[src/rtl/nic8_pkg.sv]
// nic8 shared definitions.
// Holds the fetch-phase state encoding, the default reset PC, and the opcode
// field positions that the fetch sequencer and the decoder both use.
package nic8_pkg;

    localparam int INSTR_W = 8;

    // Default PC loaded on reset.
    localparam logic [7:0] RESET_PC_DEFAULT = 8'h00;

    // Opcode layout: {bit7, dest[6:4], bit3, source[2:0]}
    localparam int OP_BIT7     = 7;
    localparam int OP_DEST_MSB = 6;
    localparam int OP_DEST_LSB = 4;
    localparam int OP_BIT3     = 3;
    localparam int OP_SRC_MSB  = 2;
    localparam int OP_SRC_LSB  = 0;

    typedef enum logic [1:0] {
        FETCH = 2'd0,
        EXEC  = 2'd1,
        HALT  = 2'd2
    } fetchState_t;

endpackage

[src/rtl/fetch_sequencer_if.sv]
// Fetch sequencer signal bundle.
// master: the fetch sequencer (drives rom_addr, ir, exec, pc, halted, instr_count)
// slave : ROM/decoder side (drives rom_data, bus_in, do_jump_bar, deny_fetch)
interface fetch_sequencer_if #(
    parameter int ADDR_W  = 8,
    parameter int COUNT_W = 16
);
    logic [7:0]         rom_data;
    logic [7:0]         bus_in;
    logic               do_jump_bar;
    logic               deny_fetch;
    logic [ADDR_W-1:0]  rom_addr;
    logic [7:0]         ir;
    logic               exec;
    logic [ADDR_W-1:0]  pc;
    logic               halted;
    logic [COUNT_W-1:0] instr_count;

    modport master (
        input  rom_data, bus_in, do_jump_bar, deny_fetch,
        output rom_addr, ir, exec, pc, halted, instr_count
    );

    modport slave (
        output rom_data, bus_in, do_jump_bar, deny_fetch,
        input  rom_addr, ir, exec, pc, halted, instr_count
    );
endinterface

[src/rtl/fetch_sequencer_program_counter.sv]
// Program counter register.
// Ports: clk, reset (sync, active-high), load + loadValue, inc, value.
// load takes priority over inc; increment wraps modulo 2^ADDR_W.
module program_counter #(
    parameter int                ADDR_W    = 8,
    parameter logic [ADDR_W-1:0] RESET_VAL = '0
) (
    input  logic              clk,
    input  logic              reset,
    input  logic              load,
    input  logic [ADDR_W-1:0] loadValue,
    input  logic              inc,
    output logic [ADDR_W-1:0] value
);

    always_ff @(posedge clk) begin
        if (reset) begin
            value <= RESET_VAL;
        end else if (load) begin
            value <= loadValue;
        end else if (inc) begin
            value <= value + ADDR_W'(1);
        end
    end

endmodule

[src/rtl/fetch_sequencer.sv]
// nic8 fetch sequencer: owns PC, instruction register and FETCH/EXEC phasing,
// detects the jump-to-self halt idiom and counts retired instructions.
// Ports: clk, reset (sync, active-high), fs (fetch_sequencer_if.master):
//   in : rom_data, bus_in, do_jump_bar, deny_fetch
//   out: rom_addr (= pc), ir, exec, pc, halted, instr_count
//
// state | meaning
// FETCH | latch ROM byte into ir, remember its address, advance pc
// EXEC  | decoder outputs valid; pick next pc (jump / skip operand / hold)
// HALT  | jump-to-self seen; everything frozen until reset
module fetch_sequencer
    import nic8_pkg::*;
#(
    parameter int                ADDR_W   = 8,
    parameter int                COUNT_W  = 16,
    parameter logic [ADDR_W-1:0] RESET_PC = ADDR_W'(RESET_PC_DEFAULT)
) (
    input logic               clk,
    input logic               reset,
    fetch_sequencer_if.master fs
);

    fetchState_t          state, stateNext;
    logic [ADDR_W-1:0]    pcValue;
    logic [ADDR_W-1:0]    irAddr;
    logic [ADDR_W-1:0]    busAddr;
    logic [INSTR_W-1:0]   irReg;
    logic [COUNT_W-1:0]   instrCount;
    logic                 haltedReg;
    logic                 pcLoad, pcInc, irLoad, haltSet, countEn;

    // bus_in is zero-extended or truncated to the address width.
    assign busAddr = ADDR_W'(fs.bus_in);

    program_counter #(
        .ADDR_W    (ADDR_W),
        .RESET_VAL (RESET_PC)
    ) u_pc (
        .clk       (clk),
        .reset     (reset),
        .load      (pcLoad),
        .loadValue (busAddr),
        .inc       (pcInc),
        .value     (pcValue)
    );

    always_ff @(posedge clk) begin
        if (reset) begin
            state <= FETCH;
        end else begin
            state <= stateNext;
        end
    end

    always_comb begin
        stateNext = state;
        pcLoad    = 1'b0;
        pcInc     = 1'b0;
        irLoad    = 1'b0;
        haltSet   = 1'b0;
        countEn   = 1'b0;
        case (state)
            FETCH: begin
                irLoad    = 1'b1;
                pcInc     = 1'b1;
                stateNext = EXEC;
            end
            EXEC: begin
                countEn = 1'b1;
                if (!fs.do_jump_bar) begin
                    pcLoad = 1'b1;
                    // Jumping to the instruction's own address is the halt idiom.
                    if (busAddr == irAddr) begin
                        haltSet   = 1'b1;
                        stateNext = HALT;
                    end else begin
                        stateNext = FETCH;
                    end
                end else begin
                    // Immediate operand sits at pc; skip it without an extra cycle.
                    pcInc     = fs.deny_fetch;
                    stateNext = FETCH;
                end
            end
            HALT: begin
                stateNext = HALT;
            end
            default: begin
                stateNext = FETCH;
            end
        endcase
    end

    // ir only changes on the FETCH edge, so it is stable for the whole EXEC
    // cycle that the decoder's gated triggers sample.
    always_ff @(posedge clk) begin
        if (reset) begin
            irReg      <= '0;
            irAddr     <= RESET_PC;
            haltedReg  <= 1'b0;
            instrCount <= '0;
        end else begin
            if (irLoad) begin
                irReg  <= fs.rom_data;
                irAddr <= pcValue;
            end
            if (haltSet) begin
                haltedReg <= 1'b1;
            end
            if (countEn && (instrCount != '1)) begin
                instrCount <= instrCount + COUNT_W'(1);
            end
        end
    end

    assign fs.rom_addr    = pcValue;
    assign fs.pc          = pcValue;
    assign fs.ir          = irReg;
    assign fs.exec        = (state == EXEC);
    assign fs.halted      = haltedReg;
    assign fs.instr_count = instrCount;

endmodule

[src/flat_wrapper.sv]
// flat-port wrapper written by rule: the top's interface ports become plain ports
module fetch_sequencer_flat import nic8_pkg::*;
#(
    parameter int                ADDR_W   = 8,
    parameter int                COUNT_W  = 16,
    parameter logic [ADDR_W-1:0] RESET_PC = ADDR_W'(RESET_PC_DEFAULT)
)
  (clk, reset, fs_rom_data, fs_bus_in, fs_do_jump_bar, fs_deny_fetch, fs_rom_addr, fs_ir, fs_exec, fs_pc, fs_halted, fs_instr_count);
  fetch_sequencer_if #(.ADDR_W(ADDR_W), .COUNT_W(COUNT_W)) fs_i ();
  input logic clk;
  input logic reset;
  input wire logic [$bits(fs_i.rom_data)-1:0] fs_rom_data;
  input wire logic [$bits(fs_i.bus_in)-1:0] fs_bus_in;
  input wire logic [$bits(fs_i.do_jump_bar)-1:0] fs_do_jump_bar;
  input wire logic [$bits(fs_i.deny_fetch)-1:0] fs_deny_fetch;
  output wire logic [$bits(fs_i.rom_addr)-1:0] fs_rom_addr;
  output wire logic [$bits(fs_i.ir)-1:0] fs_ir;
  output wire logic [$bits(fs_i.exec)-1:0] fs_exec;
  output wire logic [$bits(fs_i.pc)-1:0] fs_pc;
  output wire logic [$bits(fs_i.halted)-1:0] fs_halted;
  output wire logic [$bits(fs_i.instr_count)-1:0] fs_instr_count;
  assign fs_i.rom_data = fs_rom_data;
  assign fs_i.bus_in = fs_bus_in;
  assign fs_i.do_jump_bar = fs_do_jump_bar;
  assign fs_i.deny_fetch = fs_deny_fetch;
  assign fs_rom_addr = fs_i.rom_addr;
  assign fs_ir = fs_i.ir;
  assign fs_exec = fs_i.exec;
  assign fs_pc = fs_i.pc;
  assign fs_halted = fs_i.halted;
  assign fs_instr_count = fs_i.instr_count;
  fetch_sequencer #(.ADDR_W(ADDR_W), .COUNT_W(COUNT_W), .RESET_PC(RESET_PC)) u_core (.clk(clk), .reset(reset), .fs(fs_i));
endmodule
[config.mk]
export PLATFORM = sky130hd
export DESIGN_NAME = fetch_sequencer_flat
export DESIGN_NICKNAME = d
export VERILOG_FILES = /design/src/rtl/nic8_pkg.sv /design/src/rtl/fetch_sequencer_if.sv /design/src/rtl/fetch_sequencer_program_counter.sv /design/src/rtl/fetch_sequencer.sv /design/src/flat_wrapper.sv
export SDC_FILE = /design/constraint.sdc
export NUM_CORES = 1
export LEC_CHECK = 0
export BUFFER_PORTS_ARGS = -buffer_cell sky130_fd_sc_hd__clkbuf_2
export CAP_MARGIN = 20
export CORE_ASPECT_RATIO = 0.9
export CORE_MARGIN = 2
export CORE_UTILIZATION = 51
export CTS_CLUSTER_SIZE = 16
export DETAILED_ROUTE_END_ITERATION = 8
export GPL_ROUTABILITY_DRIVEN = 0
export GPL_TIMING_DRIVEN = 0
export PLACE_DENSITY = 0.79
export SLEW_MARGIN = 30
export SYNTH_ARGS = -nofsm -noshare
export SYNTH_HDL_FRONTEND = slang
export SYNTH_SLANG_ARGS = --single-unit
[constraint.sdc]
create_clock -name clk -period 1.84 [get_ports clk]
set_clock_uncertainty 0.05 [all_clocks]
set_input_delay 0.368 -clock clk [delete_from_list [all_inputs] [get_ports clk]]
set_output_delay 0.368 -clock clk [all_outputs]
set_load 0.005 [all_outputs]
==> flow_metrics.env <==
export IMPL_hold_path_endpoint="u_core.fs.ir[6]$_SDFFE_PP0P_"
export IMPL_grtUsageMet2_pct=35.89
export IMPL_worst_setup_hold_path_clk_slew_ps=80
export IMPL_final_number_of_setup_violating_endpoints=0
export IMPL_worst_ep_arrival_time_ps=1940
export IMPL_antenna_found_initial=0
export IMPL_placement_rows=22
export IMPL_clock_sinks=43
export IMPL_async_flop_share_pct=0
export IMPL_grt_use_met1_pct=31.83
export IMPL_worst_r2r_startpoint="u_core.fs.instr_count[6]$_SDFFE_PP0P_"
export IMPL_timing_critical_path_slowest_cell_delay_ps=480
export IMPL_grt_pass1_wl_um=8576
export IMPL_hold_path_class="input pin to register"
export IMPL_core_region_area_um2=4046
export IMPL_setup_tns_final_ps=0
export IMPL_grtUsageMet3_pct=4.141
export IMPL_first_global_vias=1867
export IMPL_cp_start_kind="register"
export IMPL_ys_seq_elements=43
export IMPL_tightest_slew_ps=563.0
export IMPL_max_clock_freq_mhz=556.4
export IMPL_synthesis_instances=265
export IMPL_root_buffer="sky130_fd_sc_hd__clkbuf_8"
export IMPL_power_density_nw_per_um2=736.6
export IMPL_clock_insertion_delay_worst_skew_ps=300
export IMPL_cell_types_occupying_the_most_area_after_synthesis="sky130_fd_sc_hd__dfxtp_1 (40%), sky130_fd_sc_hd__nand2_1 (8.1%), sky130_fd_sc_hd__a21oi_1 (7.8%)"
export IMPL_drc_errors=0
export IMPL_run_status="finished clean"
export IMPL_tritoncts="yes"
export IMPL_num_io_pins=62
export IMPL_critPathMaxFanout=6
export IMPL_dr_first_iter_drc_count=169
export IMPL_ctsHoldBuffers=0
export IMPL_post_synth_instance_area_um2=2127
export IMPL_drtAntennaViolNets=0
export IMPL_antenna_cells=0
export IMPL_reg2reg_setup_slack_ps=40
export IMPL_cp_buffers_inverters=0
export IMPL_synth_top_cell_by_area="sky130_fd_sc_hd__dfxtp_1"
export IMPL_timing_hold_worst_path_depth=3
export IMPL_area_delta_synth_final_pct=24.71
export IMPL_timing_worst_setup_path_type="register to register"
export IMPL_grt_max_degree=14
export IMPL_timing_rr_end="u_core.fs.instr_count[15]$_SDFFE_PP0P_"
export IMPL_synthesis_yosys_warnings=0
export IMPL_placed_cell_area_um2=2492
export IMPL_clk_path_buf_depth=2
export IMPL_final_min_period_over_clock_period_pct=97.68
export IMPL_final_cell_count_no_fill=383
export IMPL_cp_slowest_cell="sky130_fd_sc_hd__dfxtp_1"
export IMPL_max_cap_violations=0
export IMPL_totalWireLength_um=5362
export IMPL_via_cell_ratio=5.671
export IMPL_maxSlewHeadroom_pct=62.46
export IMPL_yosys_most_used_dff="sky130_fd_sc_hd__dfxtp_1"
export IMPL_critPathCaptureType="register"
export IMPL_grt_overflow_total=0
export IMPL_start_util_pct=52.57
export IMPL_die_area_um2=4704
export IMPL_hold_path_startpoint="fs_rom_data[6]"
export IMPL_synth_sequential_area_ratio_pct=40.47
export IMPL_grt_busiest_layer="met2"
export IMPL_drt_pass1_iterations=5
export IMPL_synth_common_cells="sky130_fd_sc_hd__nand2_1 (46), sky130_fd_sc_hd__dfxtp_1 (43), sky130_fd_sc_hd__a21oi_1 (33)"
export IMPL_vdd_ir_drop_worst_mv=0.6448
export IMPL_post_route_min_period_ps=1797
export IMPL_synth_most_common_cell="sky130_fd_sc_hd__nand2_1"
export IMPL_detailed_placer_s_ending_hpwl_um=3813
export IMPL_portBuffers=61
export IMPL_post_route_standard_cell_area_excluding_fillers_um2=2653
export IMPL_fp_dieH_um=65.27
export IMPL_via_count=2172
export IMPL_critical_path_required_ps=1990
export IMPL_place_inst=374
export IMPL_synthesis_nets=287
export IMPL_final_max_slew_viol_count=0
export IMPL_critical_path_top_delay_family="simple AND/OR/NAND/NOR gates"
export IMPL_htree_num_levels=2
export IMPL_synth_avg_cell_area_um2=8.027
export IMPL_timing_critical_path_cells="nand4_4 > or2_4 > nor4_1 > mux2_2"
export IMPL_wl_per_cell_um=14.00
export IMPL_finalHoldViolCount=0
export IMPL_final_layout_size_suffix_gt1_share_pct=29.25
export IMPL_nFillCells=361
export IMPL_fp_dieW_um=72.08
export IMPL_final_net_count=356
export IMPL_worst_r2r_cell_count=4
export IMPL_leak_nw=1.194
export IMPL_top_area_cell_type_share_of_the_netlist_area_pct=40.47
export IMPL_synth_distinct_cells=47
export IMPL_cts_inserted_buffers=5
export IMPL_global_route_usage_total_pct=23.50
export IMPL_synth_edf_count=0
## routing by layer
metal	part of all wire, %	vias up	routed length, µm
li1	-	1079	-
met1	45	1007	2432
met2	47	80	2506
met3	6.8	6	364
met4	1.1	0	59
met5	0	-	0
## kinds of logic after synthesis
| kind of cell | after synthesis | share of synthesized area [%] |
|---|---|---|
| fa+ha+maj | 2 | 1.176 |
| mux | 6 | 2.941 |
| buf+inv | 28 | 6.588 |
| compound gates | 67 | 19.00 |
| simple gates | 111 | 26.53 |
| xor+xnor | 8 | 3.294 |
| flops | 43 | 40.47 |
## what timing repair did
action | CTS | global route
endpoints found under the hold margin | 0 | 0
pin swaps | 0 | 0
resized for setup | 2 | 14
endpoints found under the setup margin | 4 | 28
setup buffers | 0 | 1
## flip-flops by register name, summed over array words and instances, names as in the netlist
| signal | count |
|---|---|
| u_core.fs.halted | 1 |
| u_core.fs.instr_count | 16 |
| u_core.fs.ir | 8 |
| u_core.irAddr | 8 |
| u_core.state | 2 |
| u_core.u_pc.value | 8 |
## where the power goes
group	switching, mW	internal, mW
logic	0.140	0.126
registers	0.0445	0.972
clock network	0.330	0.342
## how the worst max path moves through the flow
stage,from,endpoint,slack [ps],depth (start not counted)
5_1_grt,u_core.fs.instr_count[6]$_SDFFE_PP0P_,u_core.fs.instr_count[15]$_SDFFE_PP0P_,-20,4
2_1_floorplan,u_core.fs.instr_count[5]$_SDFFE_PP0P_,u_core.fs.instr_count[15]$_SDFFE_PP0P_,210,4
6_report,u_core.fs.instr_count[6]$_SDFFE_PP0P_,u_core.fs.instr_count[15]$_SDFFE_PP0P_,40,4
4_1_cts,u_core.state[1]$_SDFF_PP0_,u_core.fs.instr_count[15]$_SDFFE_PP0P_,40,5
3_3_place_gp,fs_do_jump_bar,u_core.state[1]$_SDFF_PP0_,-50,6
3_5_place_dp,fs_do_jump_bar,u_core.state[1]$_SDFF_PP0_,-40,6
## area by class of cell
class | count | area (µm²) | share of cell area [%]
plain buffers | 23 | 127.6 | 4.811
clock buffers | 7 | 96.34 | 3.632
clock inverters | 1 | 7.507 | 0.2830
inverters | 5 | 18.77 | 0.7075
multi-input cells | 194 | 1166 | 43.96
flip-flops and latches | 43 | 863.3 | 32.55
well taps | 48 | 60.06 | 2.264
repair buffers | 62 | 312.8 | 11.79
## tightest hold or removal path: cells and delay by family
family | cells | cell delay [ps]
compound gates | 1 | 50
simple gates | 1 | 40
buf+inv | 1 | 80
## placed cells by master (no fill, tap or decap), types with 2 or more instances in the layout
cell,count
sky130_fd_sc_hd__nor4_1,4
sky130_fd_sc_hd__nand4_1,3
sky130_fd_sc_hd__or3_1,5
sky130_fd_sc_hd__a22oi_1,4
sky130_fd_sc_hd__mux2_2,2
sky130_fd_sc_hd__buf_4,10
sky130_fd_sc_hd__nand2b_1,3
sky130_fd_sc_hd__a21o_1,2
sky130_fd_sc_hd__o32ai_1,2
sky130_fd_sc_hd__o21ai_0,12
sky130_fd_sc_hd__nor2_1,12
sky130_fd_sc_hd__xor2_1,7
sky130_fd_sc_hd__a31oi_1,2
sky130_fd_sc_hd__o311ai_0,2
sky130_fd_sc_hd__nand3_1,9
sky130_fd_sc_hd__nand3b_1,3
sky130_fd_sc_hd__a21oi_1,33
sky130_fd_sc_hd__clkbuf_2,65
sky130_fd_sc_hd__clkbuf_8,7
sky130_fd_sc_hd__nor3_1,5
sky130_fd_sc_hd__buf_2,2
sky130_fd_sc_hd__mux2i_1,4
sky130_fd_sc_hd__dfxtp_1,41
sky130_fd_sc_hd__nor4_4,2
sky130_fd_sc_hd__o31ai_1,2
sky130_fd_sc_hd__inv_1,5
sky130_fd_sc_hd__ha_1,2
sky130_fd_sc_hd__nand2_1,46
sky130_fd_sc_hd__dfxtp_2,2
sky130_fd_sc_hd__clkbuf_1,7
sky130_fd_sc_hd__and3_1,9
## through the flow
step	utilization (%)	total power, mW	setup slack (ps)	hold WS [ps]
floorplan	-	1.182	210.6	398.1
global placement	61.60	1.292	-51.60	392.3
detailed placement	61.60	1.301	-37.50	399.9
CTS	64.47	1.964	42.14	226.2
global route	65.55	2.052	-16.56	229.2
finish	65.55	1.954	42.71	224.9
(Power assumes the default switching activity.)
